**src/rtl/sdram_pkg.sv**
```systemverilog
// Shared constants and state encoding for the SDRAM command arbiter.
// Command word layout: {cs_n, ras_n, cas_n, we_n, ba[1:0], addr[11:0]}.
package sdram_pkg;

   localparam int CMD_W  = 18;
   localparam int WDOG_W = 11;

   localparam logic [CMD_W-1:0] NOP_CMD = 18'h1c000;
   localparam logic [CMD_W-1:0] REF_CMD = 18'h04000;
   // Precharge-all: A10 high selects every bank.
   localparam logic [CMD_W-1:0] PRE_CMD = 18'h08400;

   typedef enum logic [2:0] {
      INIT  = 3'd0,
      IDLE  = 3'd1,
      AREF  = 3'd2,
      WRITE = 3'd3,
      READ  = 3'd4
   } arb_state_t;

endpackage

```
**src/rtl/sdram_arbit_if.sv**
```systemverilog
// Requester/pin-side bundle of the SDRAM arbiter. master = requesters and
// pin consumer, slave = the arbiter.
interface sdram_arbit_if;
   import sdram_pkg::*;

   // Request/grant: *_req is a level held until *_en rises; *_en stays high
   // for the whole grant; *_end is a one-cycle pulse that closes the grant.
   logic [CMD_W-1:0] ini_cmd;
   logic             ini_end;
   logic             ref_req;
   logic [CMD_W-1:0] ref_cmd;
   logic             ref_end;
   logic             wr_req;
   logic [CMD_W-1:0] wr_cmd;
   logic             wr_end;
   logic             rd_req;
   logic [CMD_W-1:0] rd_cmd;
   logic             rd_end;
   logic             ref_en;
   logic             wr_en;
   logic             rd_en;
   logic [CMD_W-1:0] sdram_cmd;
   logic [2:0]       arb_state;
   logic             arb_err;

   modport master (
      output ini_cmd, ini_end,
      output ref_req, ref_cmd, ref_end,
      output wr_req, wr_cmd, wr_end,
      output rd_req, rd_cmd, rd_end,
      input  ref_en, wr_en, rd_en, sdram_cmd, arb_state, arb_err
   );

   modport slave (
      input  ini_cmd, ini_end,
      input  ref_req, ref_cmd, ref_end,
      input  wr_req, wr_cmd, wr_end,
      input  rd_req, rd_cmd, rd_end,
      output ref_en, wr_en, rd_en, sdram_cmd, arb_state, arb_err
   );

endinterface

```
**src/rtl/sdram_arb_wdog.sv**
```systemverilog
// Grant watchdog: saturating hold-time counter, expires on the cycle that
// would complete grant_to cycles in the current grant state.
module sdram_arb_wdog
   import sdram_pkg::*;
(
   input  logic              clk,
   input  logic              rst,
   input  logic              clr,
   input  logic              cnt_en,
   input  logic [WDOG_W-1:0] grant_to,
   output logic              expire
);

   localparam logic [WDOG_W-1:0] ONE = WDOG_W'(1);

   logic [WDOG_W-1:0] cnt;
   logic [WDOG_W-1:0] cnt_eff;

   // clr marks the first cycle of a new state, so the count restarts at once.
   assign cnt_eff = clr ? '0 : cnt;
   assign expire  = cnt_en && (cnt_eff == (grant_to - ONE));

   always_ff @(posedge clk) begin
      if (rst) begin
         cnt <= '0;
      end else if (!cnt_en) begin
         cnt <= '0;
      end else if (cnt_eff != '1) begin
         cnt <= cnt_eff + ONE;
      end else begin
         cnt <= cnt_eff;
      end
   end

endmodule

```
**src/rtl/sdram_arbit.sv**
```systemverilog
// SDRAM command arbiter: init, refresh, write and read sources share the pins.
// Define SDRAM_ARB_RR_EN to alternate write/read when both are pending.
module sdram_arbit
   import sdram_pkg::*;
#(
   parameter int GRANT_TO = 1023
)(
   input logic          clk,
   input logic          rst,
   sdram_arbit_if.slave bus
);

   arb_state_t state;
   logic       st_chg;
   logic       grant_active;
   logic       cur_end;
   logic       pick_wr;
   logic       wd_expire;

`ifdef SDRAM_ARB_RR_EN
   logic last_wr;
   assign pick_wr = bus.wr_req && (!bus.rd_req || !last_wr);
`else
   assign pick_wr = bus.wr_req;
`endif

   assign grant_active = (state == AREF) || (state == WRITE) || (state == READ);

   // Only the end pulse of the granted requester counts.
   always_comb begin
      cur_end = 1'b0;
      case (state)
         AREF:    cur_end = bus.ref_end;
         WRITE:   cur_end = bus.wr_end;
         READ:    cur_end = bus.rd_end;
         default: cur_end = 1'b0;
      endcase
   end

   always_ff @(posedge clk) begin
      if (rst) begin
         state         <= INIT;
         st_chg        <= 1'b0;
         bus.arb_err   <= 1'b0;
         bus.sdram_cmd <= NOP_CMD;
`ifdef SDRAM_ARB_RR_EN
         last_wr       <= 1'b0;
`endif
      end else begin
         st_chg      <= 1'b0;
         bus.arb_err <= 1'b0;
         case (state)
            INIT: begin
               if (bus.ini_end) begin
                  state  <= IDLE;
                  st_chg <= 1'b1;
               end
            end
            IDLE: begin
               if (bus.ref_req) begin
                  state  <= AREF;
                  st_chg <= 1'b1;
               end else if (pick_wr) begin
                  state  <= WRITE;
                  st_chg <= 1'b1;
`ifdef SDRAM_ARB_RR_EN
                  last_wr <= 1'b1;
`endif
               end else if (bus.rd_req) begin
                  state  <= READ;
                  st_chg <= 1'b1;
`ifdef SDRAM_ARB_RR_EN
                  last_wr <= 1'b0;
`endif
               end
            end
            AREF, WRITE, READ: begin
               // A normal end on the expiry cycle is not an error.
               if (cur_end || wd_expire) begin
                  state       <= IDLE;
                  st_chg      <= 1'b1;
                  bus.arb_err <= !cur_end;
               end
            end
            default: begin
               state  <= INIT;
               st_chg <= 1'b1;
            end
         endcase

         case (state)
            INIT:    bus.sdram_cmd <= bus.ini_cmd;
            AREF:    bus.sdram_cmd <= bus.ref_cmd;
            WRITE:   bus.sdram_cmd <= bus.wr_cmd;
            READ:    bus.sdram_cmd <= bus.rd_cmd;
            default: bus.sdram_cmd <= NOP_CMD;
         endcase
      end
   end

   assign bus.arb_state = state;
   assign bus.ref_en    = (state == AREF);
   assign bus.wr_en     = (state == WRITE);
   assign bus.rd_en     = (state == READ);

   sdram_arb_wdog u_wdog (
      .clk      (clk),
      .rst      (rst),
      .clr      (st_chg),
      .cnt_en   (grant_active),
      .grant_to (WDOG_W'(GRANT_TO)),
      .expire   (wd_expire)
   );

endmodule

```
**src/flat_wrapper.sv**
```systemverilog
// flat-port wrapper written by rule: the top's interface ports become plain ports
module sdram_arbit_flat import sdram_pkg::*;
#(
   parameter int GRANT_TO = 1023
)
  (clk, rst, bus_ini_cmd, bus_ini_end, bus_ref_req, bus_ref_cmd, bus_ref_end, bus_wr_req, bus_wr_cmd, bus_wr_end, bus_rd_req, bus_rd_cmd, bus_rd_end, bus_ref_en, bus_wr_en, bus_rd_en, bus_sdram_cmd, bus_arb_state, bus_arb_err);
  sdram_arbit_if bus_i ();
  input logic clk;
  input logic rst;
  input wire logic [$bits(bus_i.ini_cmd)-1:0] bus_ini_cmd;
  input wire logic [$bits(bus_i.ini_end)-1:0] bus_ini_end;
  input wire logic [$bits(bus_i.ref_req)-1:0] bus_ref_req;
  input wire logic [$bits(bus_i.ref_cmd)-1:0] bus_ref_cmd;
  input wire logic [$bits(bus_i.ref_end)-1:0] bus_ref_end;
  input wire logic [$bits(bus_i.wr_req)-1:0] bus_wr_req;
  input wire logic [$bits(bus_i.wr_cmd)-1:0] bus_wr_cmd;
  input wire logic [$bits(bus_i.wr_end)-1:0] bus_wr_end;
  input wire logic [$bits(bus_i.rd_req)-1:0] bus_rd_req;
  input wire logic [$bits(bus_i.rd_cmd)-1:0] bus_rd_cmd;
  input wire logic [$bits(bus_i.rd_end)-1:0] bus_rd_end;
  output wire logic [$bits(bus_i.ref_en)-1:0] bus_ref_en;
  output wire logic [$bits(bus_i.wr_en)-1:0] bus_wr_en;
  output wire logic [$bits(bus_i.rd_en)-1:0] bus_rd_en;
  output wire logic [$bits(bus_i.sdram_cmd)-1:0] bus_sdram_cmd;
  output wire logic [$bits(bus_i.arb_state)-1:0] bus_arb_state;
  output wire logic [$bits(bus_i.arb_err)-1:0] bus_arb_err;
  assign bus_i.ini_cmd = bus_ini_cmd;
  assign bus_i.ini_end = bus_ini_end;
  assign bus_i.ref_req = bus_ref_req;
  assign bus_i.ref_cmd = bus_ref_cmd;
  assign bus_i.ref_end = bus_ref_end;
  assign bus_i.wr_req = bus_wr_req;
  assign bus_i.wr_cmd = bus_wr_cmd;
  assign bus_i.wr_end = bus_wr_end;
  assign bus_i.rd_req = bus_rd_req;
  assign bus_i.rd_cmd = bus_rd_cmd;
  assign bus_i.rd_end = bus_rd_end;
  assign bus_ref_en = bus_i.ref_en;
  assign bus_wr_en = bus_i.wr_en;
  assign bus_rd_en = bus_i.rd_en;
  assign bus_sdram_cmd = bus_i.sdram_cmd;
  assign bus_arb_state = bus_i.arb_state;
  assign bus_arb_err = bus_i.arb_err;
  sdram_arbit #(.GRANT_TO(GRANT_TO)) u_core (.clk(clk), .rst(rst), .bus(bus_i));
endmodule
```
**config.mk**
```make
export PLATFORM = sky130hd
export DESIGN_NAME = sdram_arbit_flat
export DESIGN_NICKNAME = d
export VERILOG_FILES = /design/src/rtl/sdram_pkg.sv /design/src/rtl/sdram_arbit_if.sv /design/src/rtl/sdram_arb_wdog.sv /design/src/rtl/sdram_arbit.sv /design/src/flat_wrapper.sv
export SDC_FILE = /design/constraint.sdc
export NUM_CORES = 1
export LEC_CHECK = 0
export CORE_MARGIN = 4
export CORE_UTILIZATION = 37
export DETAILED_ROUTE_END_ITERATION = 6
export GPL_TIMING_DRIVEN = 0
export PLACE_DENSITY = 0.8
export SLEW_MARGIN = 20
export SYNTH_ARGS = -nofsm -noshare
export SYNTH_HDL_FRONTEND = slang
export SYNTH_SLANG_ARGS = --single-unit
```
**constraint.sdc**
```tcl
create_clock -name clk -period 3.2 [get_ports clk]
set_input_delay 0.8 -clock clk [delete_from_list [all_inputs] [get_ports clk]]
set_output_delay 0.8 -clock clk [all_outputs]
set_load 0.01 [all_outputs]
```
==> results of run 1 <==
layer usage:
metal / routed length (um) / up-vias / track usage (%)
li1: - / 940 / -
met1: 2500 / 848 / 23.5
met2: 3150 / 57 / 36.2
met5: 0 / - / 0
met3: 229 / 9 / 4.14
met4: 102 / 0 / 6.29
cells by family (layout without fill, tap and decap cells):
kind of cell	after synthesis	in the layout	synth area share, %
compound gates	74	74	30.7
simple gates	50	50	18.9
flops	34	34	39.6
buf+inv	20	132	6.12
xor+xnor	4	4	2.04
fa+ha+maj	2	2	1.46
mux	2	2	1.17
registers in the layout, summed over array words and instances (netlist names):
| register | flops |
|---|---|
| u_core.st_chg | 1 |
| u_core.u_wdog.cnt | 11 |
| u_core.bus.arb_state | 3 |
| u_core.bus.sdram_cmd | 18 |
| u_core.bus.arb_err | 1 |
final cells by class:
type                    count  area [um^2]
plain buffers              14         82.6
clock buffers               7         76.3
fillers                   382         1510
inverters                   6         22.5
multi-input cells         132          931
flip-flops and latches     34          681
well taps                  52         65.1
repair buffers            105         1050
power groups by stage:
stage	clock network, mW	registers [mW]	logic [mW]
global placement	0	0.485	0.384
CTS	0.306	0.477	0.388
floorplan	0	0.505	0.148
finish	0.299	0.477	0.386
global route	0.329	0.483	0.418
detailed placement	0	0.486	0.388
synthesized netlist by cell type, types with 2 or more instances:
| cell | count | share of area (%) |
|---|---|---|
| a22oi_1 | 34 | 15 |
| dfxtp_1 | 34 | 40 |
| a21oi_1 | 18 | 5.2 |
| nand2_1 | 9 | 2.0 |
| nor2b_1 | 9 | 3.3 |
| buf_2 | 8 | 2.3 |
| nor2_1 | 8 | 1.7 |
| inv_1 | 6 | 1.3 |
| xnor2_1 | 4 | 2.0 |
| a211oi_1 | 3 | 1.3 |
| a221oi_1 | 3 | 1.5 |
| clkbuf_1 | 3 | 0.66 |
| nand4b_1 | 3 | 1.5 |
| a31oi_1 | 2 | 0.73 |
| and4_1 | 2 | 1.0 |
| ha_1 | 2 | 1.5 |
| mux2i_1 | 2 | 1.2 |
| nand3_1 | 2 | 0.58 |
| nand4_1 | 2 | 0.73 |
| nor3_1 | 2 | 0.58 |
| nor3b_1 | 2 | 0.87 |
| nor3b_2 | 2 | 1.5 |
| o21ai_0 | 2 | 0.58 |
| o21ai_1 | 2 | 0.58 |
| o31ai_1 | 2 | 0.87 |
| or4_1 | 2 | 0.87 |
critical path: stages, from the launching register on:
cell             delay (ns)
dfxtp_1                0.34
buf_4                  0.17
inv_1                  0.09
nor3b_2                0.56
buf_2                  0.35
clkdlybuf4s50_1        0.58
cell usage in the layout (no fill, tap or decap), types with 3 or more instances in the layout:
| master | Yosys | layout |
|---|---|---|
| a211oi_1 | 3 | 3 |
| a21oi_1 | 18 | 18 |
| a221oi_1 | 3 | 3 |
| a22oi_1 | 34 | 34 |
| buf_2 | 8 | 8 |
| clkbuf_1 | 3 | 5 |
| clkbuf_8 | 0 | 5 |
| clkdlybuf4s50_1 | 0 | 105 |
| dfxtp_1 | 34 | 34 |
| inv_1 | 6 | 6 |
| nand2_1 | 9 | 9 |
| nand4b_1 | 3 | 3 |
| nor2_1 | 8 | 8 |
| nor2b_1 | 9 | 9 |
| xnor2_1 | 4 | 4 |
through the flow:
stage               setup slack [ns]  util (%)  area (um^2)  TNS (ns)
floorplan                      0.961         -         1720         0
global placement               0.361      64.2         2830         0
detailed placement             0.334      64.2         2830         0
CTS                           0.0128      65.9         2910         0
global route                  -0.131      65.9         2910    -0.260
finish                        0.0206      65.9         2910         0
path summary, 6_finish.rpt:
| path | to | slack (ns) | cells past startpoint |
|---|---|---|---|
| setup / recovery | bus_wr_en | 0.02 | 5 |
| hold / removal | u_core.u_wdog.cnt[3]$_SDFF_PP0_ | 0.57 | 2 |
| setup reg to reg | u_core.u_wdog.cnt[5]$_SDFF_PP0_ | 0.66 | 9 |
| hold reg to reg | u_core.u_wdog.cnt[3]$_SDFF_PP0_ | 0.57 | 2 |
==> results.ini, run 1 <==
[status]
status = finished, final reports clean

[yosys]
synth.cell_area_mm2 = 0.00172
synth_fp_nets = 269
async_flop_share_pct = 0
avgSynthCellArea_um2 = 9.23
ys.flop_type = dfxtp_1
yosysWarnings = 0
synth-seq-cells = 34
seq_area_frac_synth_pct = 39.7
synth-edff-count = 0
synth_cell_type_count = 44
syn_inst = 186

[grt]
grt_pass1_wl_um = 9320
grt_overflow = 0
antenna_found_initial = 0
grt_pass1_vias = 1844
grt_usage_pct = 20.1
grt_max_degree = 11

[routing]
drt_first_pass_iters = 4
vias = 1854
final_antenna_net_count = 0
drt-vias-per-instance = 5.30
wire_per_inst_um = 17.1
wl_um = 5980
drc_errors = 0
detail_route.iter0.violations = 98

[timing]
final-hold-violation-count = 0
maxSlewViolCount = 0
fin_crit_ns = 3.18
rsz0062_at_grt = true
whs_ns = 0.572
slew_headroom_pct = 55.8
finalCritPeriodShare_pct = 99.4
skew_ns = 0.00485
fmax_mhz = 315
setup_viol = 0
worst_pin_slew_ns = 0.660

[clock_network]
cts_buffer_depth = 2
clk_pin_slew_ns = 0.07
cts-root-buf = clkbuf_8
htreeDepth = 2
cts_resized = 0
tritoncts = yes
clk_latency_ns = 0.29
cts_hold_buf = 0
cts_buffers = 5
cts_sinks = 34
post_cts_buffers = 0

[floorplan]
dieArea_mm2 = 0.00579
start_util_pct = 38.9
io_pins = 106
fp.dieW_um = 76.1
core_area_mm2 = 0.00441
die_h_um = 76.1
rows = 24

[pwr]
power_frac_comb_pct = 33.2
power_leakage_nw = 1.07
p_switching_uw = 331
power_density_mw_per_mm2 = 400
seqPwrFrac_pct = 41.0
ir_drop_uv = 243
power_switching_share_pct = 28.4
p_int_uw = 832
p_clk_share_pct = 25.8
design_power_total_mw = 1.16

[setup_path]
crit_arrival_ns = 2.38
r2r-start = u_core.st_chg$_SDFF_PP0_
cp.required_ns = 2.40
criticalPathCategory = reg -> out
critPathMaxFanout = 10
crit_path_end_kind = primary output
start_kind = flip-flop
setup.worst_path.start = u_core.bus.arb_state[0]$_SDFFE_PP0P_

[job]
cap_violations = 0

[final_layout]
syn_to_final_growth_pct = 69.5
final_nets = 381
final_cells = 350
drive_gt1_share_pct = 7.38
n_antenna_cell = 0

[hold_path]
hold_class = reg -> reg
min_from = u_core.u_wdog.cnt[1]$_SDFF_PP0_

[placed_design]
dp_hpwl_um = 4750
gp_congestion = 0.871
dp_cells = 343
io_buffers = 105

Power figures use the tool's default switching activity.
==> run 2, diff against run 1 <==
--- a/config.mk
+++ b/config.mk
@@ -9,6 +9,7 @@
 export CORE_UTILIZATION = 37
 export DETAILED_ROUTE_END_ITERATION = 6
 export GPL_TIMING_DRIVEN = 0
+export HOLD_SLACK_MARGIN = 0.05
 export PLACE_DENSITY = 0.8
 export SLEW_MARGIN = 20
 export SYNTH_ARGS = -nofsm -noshare
==> results of run 2 <==
Same layout as run 1: the final DEF is identical, and so are final timing and power.
==> variant (config.mk and constraints of run 1) <==
Add a define of `SDRAM_ARB_RR_EN`.
--- a/src/rtl/sdram_arbit.sv
+++ b/src/rtl/sdram_arbit.sv
@@ -1,4 +1,6 @@
 // SDRAM command arbiter: init, refresh, write and read sources share the pins.
 // Define SDRAM_ARB_RR_EN to alternate write/read when both are pending.
+`define SDRAM_ARB_RR_EN
+
 module sdram_arbit
    import sdram_pkg::*;
Formal check against the unedited RTL: not equivalent (a bounded check fails within 10 cycles, from zero or initial values and one cycle with rst high).
==> variant against run 1 <==
  * Count of clock-buffer cells in the layout is 1 lower
  * Register-to-register slack gained 0.08 ns
  * Die area is 3.7% higher
  * Core utilization decreased by 1.0 points
  * Critical path depth unchanged
  * Wire length decreased by 2.1%
  * Area after synthesis is 4.2% higher
  * Sequential cell count up 1
  * Non-clock buffer count stayed put
  * Setup slack gained 0.13 ns
  * Final area grew 4.6%
  * Power rose by 35%
  * Largest cell class unchanged
==> variant: results (changes against run 1) <==
** Pwr
- Max VDD drop :: 0.269 mV (+11%)
- The static power due to leakage is 1.09 nW (+2.2%).

** Global route
- Global-route wire length before repair :: 9360 um (+0.45%)
- Number of global-route vias before repair :: 2030 (+10%)
- The global router's overall resource usage came to 19.8% (-0.25 points).
- The pin count of the biggest net entering global routing was 12 (+1).
- Antenna violations before repair :: 0 (unchanged)

** Logic synthesis
- The distinct cell type count of the synthesized netlist was 45 (+2.3%).
- By area the synthesized netlist is led by dfxtp_1 (39%), a22oi_1 (14%), a21oi_1 (6.2%).
- Portion of the post-synthesis area used by sequential elements :: 39.2% (-0.46 points)
- The number of cells produced by synthesis was 195 (+4.8%).
- Fraction of synthesis flops using an asynchronous set or reset pin :: 0% (unchanged)
- The total nets after synthesis is 278 (+3.3%).
- Most frequent cells after synthesis :: dfxtp_1 (35), a22oi_1 (33), a21oi_1 (22)

** STA
- Worst setup skew after layout :: 0.0120 ns (+0.00720 ns)
- The headroom to the max-slew limit was 58.7% (+2.9 points).

** Placement
- Number of cells in the design after placement :: 354 (+3.2%)
- Weighted congestion reported at the end of routability-driven placement :: 0.856 (-1.7%)
- Port-buffer cells :: 105 (unchanged)
- The final HPWL from detailed placement was 4560 um (-4.1%).
- Cell area reported after detailed placement :: 2910 sq um (+2.6%)

** Detailed routing
- Total routed wirelength :: 5860 um (-2.1%)
- The routed wire length on met3 was 598 um (+160%).
- Met2 Routed Length :: 2950 um (-6.5%)
- The number of DRC markers after the initial detailed-route iteration came to 152 (+55%).
- The via density per instance is 5.35 (+0.94%).
- Wire length on met1 :: 2250 um (-10%)
- The highest metal layer carrying signal wires in the routed design is met4.
- WL/cell :: 16.1 um (-5.6%)
- The first-pass detailed-route iteration total is 6 (+2).

** Finish
- The total number of nets in the final design was 391 (+2.6%).
- The fraction of final layout cells with drive strength greater than 1 is 9.06% (+1.7 points).

** Critical path
- Largest stage delay, worst path :: 0.58 ns (about the same)
- The critical-path maximum fanout is 10 (unchanged).
- Data arrival time at the worst-slack endpoint :: 2.25 ns (-0.13 ns)
- The largest individual stage delay along the critical path comes from the cell clkdlybuf4s50_1.

** Clock tree
- The CTS buffer count came to 5 (unchanged).
- Number of buffers on the longest clock path :: 2 (unchanged)

** Outcome
- Status :: finished clean
==> variant: changes by cell type after synthesis, sizes merged, moves of 2 or more <==
cell	delta
nor2	+6
nor3	+5
a21oi	+4
nor4	+4
a211oi	-3
nor2b	-3
and4b	+2
inv	-2
nand2b	+2
nor4bb	+2
o21ai	-2
or4	-2
==> variant: layout make-up <==
cell class | instances | area (sq um)
Multi-Input combinational cell | 143 | 1000
Sequential cell | 35 | 701
Clock buffer | 6 | 82.6
Tap cell | 54 | 67.6
Fill cell | 404 | 1650
Timing Repair Buffer | 107 | 1070
Buffer | 12 | 73.8
Inverter | 4 | 15.0
Clock inverter | 2 | 35.0
==> variant: what timing repair did <==
| item | 4_1_cts | 5_1_grt |
|---|---|---|
| setup buffers | 0 | 2 |
| hold endpoints to repair | 0 | 0 |
| endpoints found under the setup margin | 1 | 3 |
| pin swaps | 0 | 0 |
| gates resized for setup | 1 | 1 |
==> variant: kinds of logic after synthesis <==
kind of cell	count (synthesis)	synth area share (%)
AND/OR/NAND/NOR	65	24.2
AO/OA/AOI/OAI	68	26.1
multiplexers	2	1.12
flip-flops	35	39.2
XOR/XNOR	6	2.94
buffers and inverters	17	5.04
adder cells (fa/ha/maj)	2	1.40
==> variant: worst reg2reg max path, stage by stage, from the launching register on <==
cell and delay [ns]:
dfxtp_1 0.47, clkbuf_1 0.40, nor2b_1 0.16, ha_1 0.25, and4b_1 0.23, and4_4 0.19
buf_6 0.13, nor4_4 0.28, xnor2_1 0.17, nor3_2 0.05
==> variant: per-layer routing <==
metal | GRT usage, % | vias up
met5 | 0 | -
met4 | 8.19 | 0
met3 | 7.31 | 7
met2 | 34.4 | 82
met1 | 21.8 | 886
li1 | - | 966
==> variant: power by group <==
group	internal, mW	leakage, nW	switching (mW)
Sequential	0.504	0.286	0.0318
Clock	0.252	0.0612	0.166
Combinational	0.333	0.747	0.286
Total	1.09	1.09	0.484
==> variant: path summary, 6_finish.rpt <==
path                                to                    start  slack, ns  cells after the start
setup / recovery             bus_rd_en  u_core.bus.arb_state[2]       0.15                      5
setup reg to reg  u_core.u_wdog.cnt[7]            u_core.st_chg       0.74                      9
hold / removal          u_core.last_wr           u_core.last_wr       0.49                      1
hold reg to reg         u_core.last_wr           u_core.last_wr       0.49                      1
==> variant: stage by stage <==
stage	util [%]	setup slack, ns	total power [mW]	hold WS, ns
6_report	64.9	0.153	1.57	0.492
5_1_grt	64.9	0.0172	1.65	0.523
4_1_cts	64.6	0.0579	1.58	0.492
3_5_place_dp	61.9	0.207	1.16	0.477
3_3_place_gp	61.9	0.201	1.14	0.465
2_1_floorplan	-	1.11	0.842	0.437
